===== config.mk =====
export PLATFORM = sky130hd
export DESIGN_NAME = seg_mux_ctrl
export DESIGN_NICKNAME = d
export VERILOG_FILES = /design/src/rtl/seg_mux_ctrl.sv
export SDC_FILE = /design/constraint.sdc
export NUM_CORES = 1
export LEC_CHECK = 0
export BUFFER_PORTS_ARGS = -buffer_cell sky130_fd_sc_hd__buf_4
export CORE_AREA = 4 4 58 81
export DETAILED_ROUTE_END_ITERATION = 10
export DIE_AREA = 0 0 62 85
export GPL_ROUTABILITY_DRIVEN = 0
export SLEW_MARGIN = 10
export SYNTH_ARGS = -nofsm -noshare
export SYNTH_HDL_FRONTEND = slang
export SYNTH_SLANG_ARGS = --single-unit

===== constraint.sdc =====
create_clock -name clk -period 3.1 [get_ports clk]
set_input_delay 0.155 -clock clk [delete_from_list [all_inputs] [get_ports clk]]
set_output_delay 0.155 -clock clk [all_outputs]
set_load 0.02 [all_outputs]

===== src/rtl/seg_mux_ctrl.sv =====
// seg_mux_ctrl: drives two hex digits through one shared 7-segment decoder onto a dual common-anode display.
// Define SEG_BLANK_EN to insert BLANK_CYC all-off cycles between digit windows.

module seg_display (
  input  logic [3:0] hex,
  output logic [6:0] seg
);
  // Segments are active-low, ordered {g,f,e,d,c,b,a}
  always_comb begin
    seg = 7'h7F;
    case (hex)
      4'h0: seg = 7'h40;
      4'h1: seg = 7'h79;
      4'h2: seg = 7'h24;
      4'h3: seg = 7'h30;
      4'h4: seg = 7'h19;
      4'h5: seg = 7'h12;
      4'h6: seg = 7'h02;
      4'h7: seg = 7'h78;
      4'h8: seg = 7'h00;
      4'h9: seg = 7'h10;
      4'hA: seg = 7'h08;
      4'hB: seg = 7'h03;
      4'hC: seg = 7'h46;
      4'hD: seg = 7'h21;
      4'hE: seg = 7'h06;
      4'hF: seg = 7'h0E;
      default: seg = 7'h7F;
    endcase
  end
endmodule

// state   | meaning
// SHOW0   | digit 0 lit, an_n=10
// BLANK01 | all off between digit 0 and digit 1
// SHOW1   | digit 1 lit, an_n=01
// BLANK10 | all off between digit 1 and the next frame
module seg_mux_ctrl #(
  parameter int REFRESH_DIV = 24000,
  parameter int BLANK_CYC   = 16
) (
  input  logic       clk,
  input  logic       reset,
  input  logic [3:0] s0,
  input  logic [3:0] s1,
  output logic [3:0] hex_sel,
  output logic [6:0] seg,
  output logic [1:0] an_n,
  output logic       frame
);
  localparam int MAX_CYC = (REFRESH_DIV > BLANK_CYC) ? REFRESH_DIV : BLANK_CYC;
  localparam int CW = $clog2(MAX_CYC);
  localparam logic [CW-1:0] SHOW_LAST = CW'(REFRESH_DIV - 1);
`ifdef SEG_BLANK_EN
  localparam logic [CW-1:0] BLANK_LAST = CW'(BLANK_CYC - 1);
  typedef enum logic [1:0] {SHOW0, BLANK01, SHOW1, BLANK10} state_t;
`else
  typedef enum logic [1:0] {SHOW0, SHOW1} state_t;
`endif

  state_t state, state_nxt;
  logic [CW-1:0] cnt, cnt_nxt;
  logic started, enter;
  logic [3:0] lat1;

  always_comb begin
    state_nxt = state;
    cnt_nxt   = cnt + CW'(1);
    enter     = 1'b0;
    if (!started) begin
      // first edge out of reset opens a fresh digit-0 window
      state_nxt = SHOW0;
      enter     = 1'b1;
    end else begin
      case (state)
        SHOW0: if (cnt == SHOW_LAST) begin
`ifdef SEG_BLANK_EN
          state_nxt = BLANK01;
`else
          state_nxt = SHOW1;
`endif
          enter = 1'b1;
        end
        SHOW1: if (cnt == SHOW_LAST) begin
`ifdef SEG_BLANK_EN
          state_nxt = BLANK10;
`else
          state_nxt = SHOW0;
`endif
          enter = 1'b1;
        end
`ifdef SEG_BLANK_EN
        BLANK01: if (cnt == BLANK_LAST) begin
          state_nxt = SHOW1;
          enter     = 1'b1;
        end
        BLANK10: if (cnt == BLANK_LAST) begin
          state_nxt = SHOW0;
          enter     = 1'b1;
        end
`endif
        default: begin
          state_nxt = SHOW0;
          enter     = 1'b1;
        end
      endcase
    end
    if (enter) cnt_nxt = '0;
  end

  always_ff @(posedge clk or posedge reset) begin
    if (reset) begin
      state   <= SHOW0;
      cnt     <= '0;
      started <= 1'b0;
      lat1    <= 4'h0;
      an_n    <= 2'b11;
      hex_sel <= 4'h0;
      frame   <= 1'b0;
    end else begin
      state   <= state_nxt;
      cnt     <= cnt_nxt;
      started <= 1'b1;
      frame   <= enter && (state_nxt == SHOW0);
      // outputs only change on window boundaries, so a window never tears
      if (enter) begin
        case (state_nxt)
          SHOW0: begin
            lat1    <= s1;
            hex_sel <= s0;
            an_n    <= 2'b10;
          end
          SHOW1: begin
            hex_sel <= lat1;
            an_n    <= 2'b01;
          end
          default: an_n <= 2'b11;
        endcase
      end
    end
  end

  seg_display u_dec (
    .hex (hex_sel),
    .seg (seg)
  );
endmodule


==> results.ini, run 1 <==
[sta]
finalSetupViolations=0
setup_tns_ns=0
min_period_ns=2.17
tightest_slew_ns=1.08
slew_headroom=0.280
achievable-frequency_mhz=461
timing.hold.ws_ns=0.109
final-max-slew-violation-count=0
hold_viol=0
setup_repair_after_global_routing_missed_its_margin=false
final.setup_skew_ns=0.00834
final.period_utilization=0.699

[die]
pin_count=24
die_area_um2=5270
die_h_um=85
rows=27
initial_core_util=0.406
core-area_um2=3950
die_w_um=62

[clock_network]
number_of_cts_inserted_buffers=5
tritoncts=built
clock_path_buffers=2
path_clk_slew_ns=0.06
cts_hold_repair.buffers=0
cts_setup_buffers=0
cts.sink_count=29
insertion_delay_ns=0.28
cts_htree_levels=2
clock-root-buffer=clkbuf_8
cts.repair.resized=0

[power]
power_density_nw_per_um2=451
p_leak_nw=0.784
power.ir.vdd_worst_uv=323

[logic_synthesis]
ys_dominant_reg_cell=dfrtp_1
synthesis.nets=184
post_synth.cell_area_avg_um2=9.60
yosysSeqAreaShare=0.454
synth.yosys.warnings=0
synth_async_sr_flop_share=1.00
synth.most_common_cell=dfrtp_1
synth_top_area_share=0.422
synthesis.area_um2=1600
synth_commonest_cells=dfrtp_1 (27), nor2_1 (19), nand2_1 (17)
synthDistinctLibCells=34
synth.area.top_cells=dfrtp_1 (42%), xnor2_1 (6.0%), ha_1 (5.5%), nor2_1 (4.4%), nand3_1 (4.4%)
postSynthCellCount=167
synth-edff-count=0
post-synth-top-area-cell=dfrtp_1
ys_seq_elements=29

[routing]
drt.antenna.violating_nets=0
drc=0
average_via_count_per_standard_cell=5.51
wirelength_mm=3.40
wl_per_cell_um=14.6
drt-pass1-iter-count=4
drt_iter0_markers=50
route.vias.total=1284

[layout]
antenna_cells_inserted=0
share_of_cells_above_drive_strength_1=0.216
nNetsFinal=206
layout.cell_area.non_filler_um2=1870
fillers=402
flow.area_growth_from_synthesis_pct=16.7

[min_path]
worst_hold_path.endpoint=lat1[0]$_DFFE_PP0P_
min_delay_path_depth=2
min-delay-start=s1[0]
min_path_type=in -> reg

[setup_path]
cp_num_buf_inv=0
worstRegToRegCells=4
crit_path_end_kind=register
reg2reg_slack_ns=0.93
setup.worst_path.start_class=register
critical_path.max_stage_delay_ns=0.65
worst_setup_path_category=reg -> reg
cp_max_fanout=14
timing.rr.end=cnt[11]$_DFF_PP0_
critical-path-slowest-cell=or4_4
path_cells=or4b_4, or4_4, nand2_2, nor2_1
cp.required_ns=3.25
cp_data_arrival_time_ns=2.32
critical_path.reg2reg.startpoint=cnt[6]$_DFF_PP0_
timing.critical_path.max_delay_family=simple AND/OR/NAND/NOR gates

[global_routing]
grt.met1_usage=0.145
vias_in_the_first_global_route=1311
grtUsageMet2=0.271
grt_max_degree=30
total_grt_overflow=0
use_met3=0.0335
antenna_violations_before_repair=0
grt_pass1_wl_mm=5.84
global_route.usage.total=0.146
grt_busiest_layer=met2

[place]
numPortBuffers=23
placedInstanceArea_um2=1780
hpwlAfterDp_mm=2.55

[run]
maxCapViolCount=0

[outcome]
run_status=finished, final reports clean

-- cell usage in the layout (no fill, tap or decap), types with 2 or more instances in the layout --
cell type and n:
a2bb2oi_1 4, nand4b_1 4, dfstp_2 2, mux2_2 4, o21ai_0 5, nand2_1 17, nor3_1 3, clkbuf_1 2
nor2_1 19, conb_1 2, xnor2_1 11, buf_4 23, clkbuf_8 6, nor4_1 5, nand4_1 3, ha_1 7
inv_1 6, nor2b_1 3, nand2b_1 2, xor2_1 2, mux2i_1 2, nand3_1 14, dfrtp_1 27, a21oi_1 7
-- area by class of cell --
cell class                 instances  area (µm²)  share of cell area
inverter                           6        22.5              0.0120
clock buffer                       8        90.1              0.0482
sequential                        29         728               0.389
timing repair buffer              23         173              0.0923
tap                               43        53.8              0.0288
multi-input combinational        124         803               0.429
-- flip-flops by register name (all words and copies together) (netlist names) --
register  count
cnt          15
hex_sel       4
lat1          4
frame         1
state         2
started       1
an_n          2
-- report_power, final --
part | switching, mW | internal, mW | leakage, nW
Combinational | 0.0703 | 0.0543 | 0.368
Clock | 0.129 | 0.180 | 0.0455
Sequential | 0.0184 | 0.391 | 0.371
-- worst max-delay path by stage --
stage / from / end / cells past startpoint
detailed placement: cnt[6]$_DFF_PP0_ / cnt[11]$_DFF_PP0_ / 4
finish: cnt[6]$_DFF_PP0_ / cnt[11]$_DFF_PP0_ / 4
global route: cnt[6]$_DFF_PP0_ / cnt[13]$_DFF_PP0_ / 4
CTS: cnt[6]$_DFF_PP0_ / cnt[11]$_DFF_PP0_ / 4
floorplan: cnt[6]$_DFF_PP0_ / cnt[1]$_DFF_PP0_ / 5
global placement: cnt[6]$_DFF_PP0_ / cnt[9]$_DFF_PP0_ / 4
-- layer usage --
layer | part of all wire | vias up
met5 | 0 | -
met4 | 0.020 | 0
met3 | 0.037 | 6
met2 | 0.58 | 23
met1 | 0.36 | 640
li1 | - | 615
-- cells by family after synthesis --
| family | share of synthesized area |
|---|---|
| adders and majority gates | 0.0546 |
| other | 0.00469 |
| buffers and inverters | 0.0445 |
| xor gates and xnor gates | 0.0710 |
| AOI/OAI and AO/OA | 0.0687 |
| muxes | 0.0406 |
| DFF | 0.454 |
| and+or+nand+nor | 0.262 |
-- through the flow --
stage           util  worst slack, ns  std cells  power (mW)
2_1_floorplan      -             1.07        167       0.489
3_3_place_gp   0.450            0.994        225       0.538
3_5_place_dp   0.450            0.935        225       0.542
4_1_cts        0.473            0.920        233       0.857
5_1_grt        0.473            0.823        233       0.885
6_report       0.473            0.933        233       0.843
Note: power is estimated with default switching activity, not from simulation.
==> inputs of run 2 (changes only) <==
==> constraint.sdc (replaced) <==
create_clock -name clk -period 2.2 [get_ports clk]
set_input_delay 0.11 -clock clk [delete_from_list [all_inputs] [get_ports clk]]
set_output_delay 0.11 -clock clk [all_outputs]
set_load 0.02 [all_outputs]
==> run 2 against run 1 <==
Setup slack worse by 0.81 ns. Final area increased by 3.1%. Clock-buffer cell count is 1 lower. Routed wire length up 0.56%. Clock skew is 0.0034 ns lower. Global-route usage is 0.43 points higher. Hold slack worse by 0.046 ns. Utilization up 1.5 points. Combinational power increased by 43%. Final cell count is 2.6% higher. Die area did not move. Maximum frequency is 4.3% higher. Critical endpoint is now cnt[3]$_DFF_PP0_. Highest routed layer unchanged.
==> results.ini, run 2 (synthesis results as in run 1) <==
[outcome]
run_status=finished, final reports clean  ; unchanged

[clock_network]
path_clk_slew_ns=0.06  ; about the same
cts.sink_count=29  ; unchanged
insertion_delay_ns=0.28  ; about the same
number_of_cts_inserted_buffers=5  ; unchanged
cts_setup_buffers=0  ; unchanged
tritoncts=built  ; unchanged
clock-root-buffer=clkbuf_8  ; unchanged
cts_htree_levels=2  ; unchanged
clock_path_buffers=2  ; unchanged

[layout]
register_with_the_most_flip_flops=cnt  ; unchanged
share_of_cells_above_drive_strength_1=0.245  ; was 0.216
nNetsFinal=212  ; was 206
sequential_cell_area_um2=728  ; unchanged
layout_commonest_cell=buf_4  ; was dfrtp_1
flow.area_growth_from_synthesis_pct=20.4  ; was 16.7%
antenna_cells_inserted=0  ; unchanged
largest_register_ff_count=15  ; unchanged
final_core_util=0.488  ; was 0.473
mostFrequentLayoutCells=buf_4 (28), dfrtp_1 (27), nor2_1 (19), nand2_1 (17), nand3_1 (14)  ; was dfrtp_1 (27), buf_4 (23), nor2_1 (19), nand2_1 (17), nand3_1 (14)
layout.cell_area.non_filler_um2=1930  ; was 1870 µm²
leading_registers_by_flop_count=cnt x15, hex_sel x4, lat1 x4  ; unchanged
fillers=384  ; was 402
multi_input_area_um2=803  ; unchanged
fin_cells=239  ; was 233

[global_routing]
vias_in_the_first_global_route=1284  ; was 1,311
grt_pass1_wl_mm=5.88  ; was 5.84 mm
grt_max_degree=30  ; unchanged
antenna_violations_before_repair=0  ; unchanged
global_route.usage.total=0.150  ; was 0.146
total_grt_overflow=0  ; unchanged

[place]
numPortBuffers=23  ; unchanged
hpwlAfterDp_mm=2.59  ; was 2.55 mm
place.detailed.instances=230  ; was 225
placedInstanceArea_um2=1820  ; was 1780 µm²

[power]
fin_total_pwr_mw=1.24  ; was 843 µW
p_leak_nw=0.822  ; was 0.784 nW
power_density_nw_per_um2=642  ; was 451 nW/µm²
power.ir.vdd_worst_uv=483  ; was 323 µV

[die]
core-area_um2=3950  ; unchanged
initial_core_util=0.406  ; unchanged
die_w_um=62  ; unchanged
pin_count=24  ; unchanged
die_h_um=85  ; unchanged
die_area_um2=5270  ; unchanged
rows=27  ; unchanged

[routing]
drt-pass1-iter-count=4  ; unchanged
wirelength_mm=3.42  ; was 3.40 mm
wl_per_cell_um=14.3  ; was 14.6 µm
drt_iter0_markers=52  ; was 50
drc=0  ; unchanged
drt.antenna.violating_nets=0  ; unchanged
route.vias.total=1276  ; was 1,284
average_via_count_per_standard_cell=5.34  ; was 5.51

[setup_path]
setup.worst_path.start_class=register  ; unchanged
critical_path.max_stage_delay_ns=0.65  ; about the same
worstRegToRegCells=4  ; unchanged
critical_path_depth=4  ; unchanged
cp_data_arrival_time_ns=2.24  ; was 2.32 ns
cp_max_fanout=14  ; unchanged
worst_setup_path_category=reg -> reg  ; unchanged
crit_path_end_kind=register  ; unchanged
reg2reg_slack_ns=0.12  ; was 0.93 ns
timing.critical_path.max_delay_family=simple AND/OR/NAND/NOR gates  ; unchanged
path_cells=or4b_4, or4_4, nand2_2, nor2_1  ; unchanged
cp.required_ns=2.36  ; was 3.25 ns
cp_num_buf_inv=0  ; unchanged
critical-path-slowest-cell=or4_4  ; unchanged

[sta]
final.period_utilization=0.945  ; was 0.699
achievable-frequency_mhz=481  ; was 461 MHz
min_period_ns=2.08  ; was 2.17 ns
hold_viol=0  ; unchanged
final-max-slew-violation-count=0  ; unchanged
final.setup_skew_ns=0.00492  ; was 0.00834 ns
finalSetupViolations=0  ; unchanged
setup_tns_ns=0  ; unchanged
setup_repair_after_global_routing_missed_its_margin=false  ; unchanged

[run]
maxCapViolCount=0  ; unchanged

[min_path]
min_path_type=in -> reg  ; unchanged
min_delay_path_depth=2  ; unchanged

## run 2: cell types whose count changed in the layout (fill, tap and decap cells not counted)
cell / change
buf_4: +5
clkbuf_1: -2
clkbuf_8: +1
clkinv_2: +1
dlygate4sd3_1: +1
## run 2: worst register-to-register path: stages, from the launching register on
cell and delay [ns]:
dfrtp_1 0.39, or4b_4 0.56, or4_4 0.65, nand2_2 0.27
nor2_1 0.09
## run 2: final timing paths
kind,startpoint,endpoint
worst max-delay path,cnt[6]$_DFF_PP0_,cnt[3]$_DFF_PP0_
worst min-delay path,s1[3],lat1[3]$_DFFE_PP0P_
worst max register to register,cnt[6]$_DFF_PP0_,cnt[3]$_DFF_PP0_
worst min register to register,an_n[0]$_DFFE_PP1N_,an_n[0]$_DFFE_PP1N_
max in group asynchronous,reset,an_n[1]$_DFFE_PP1N_
min in group asynchronous,reset,started$_DFF_PP0_
## run 2: repair_timing
| action | in CTS | in global routing |
|---|---|---|
| gates resized for setup | 0 | 0 |
| hold buffers | 1 | 0 |
| hold endpoints to repair | 27 | 0 |
| endpoints found under the setup margin | 0 | 0 |
## run 2: cell type report
class / count / area share
multi-input combinational: 124 / 0.416
sequential: 29 / 0.377
timing repair buffer: 29 / 0.114
clock buffer: 7 / 0.0499
tap: 43 / 0.0279
inverter: 6 / 0.0117
clock inverter: 1 / 0.00259
## run 2: metal layers
| metal | vias up | track usage | routed length, µm |
|---|---|---|---|
| met5 | - | 0 | 0 |
| met4 | 0 | 0.0579 | 63 |
| met3 | 6 | 0.0457 | 170 |
| met2 | 31 | 0.271 | 1890 |
| met1 | 614 | 0.153 | 1300 |
| li1 | 625 | - | - |
## run 2: power breakdown
| part | leakage (nW) | switching [mW] | total [mW] | internal [mW] |
|---|---|---|---|---|
| combinational | 0.397 | 0.0988 | 0.179 | 0.0803 |
| clock | 0.0542 | 0.201 | 0.483 | 0.282 |
| sequential | 0.371 | 0.0253 | 0.576 | 0.550 |
## run 2: stage by stage
stage,setup WS (ns),hold slack [ns]
floorplan,0.171,0.187
global placement,0.166,0.197
detailed placement,0.129,0.206
CTS,0.127,0.0552
global route,0.0259,0.0459
finish,0.122,0.0629
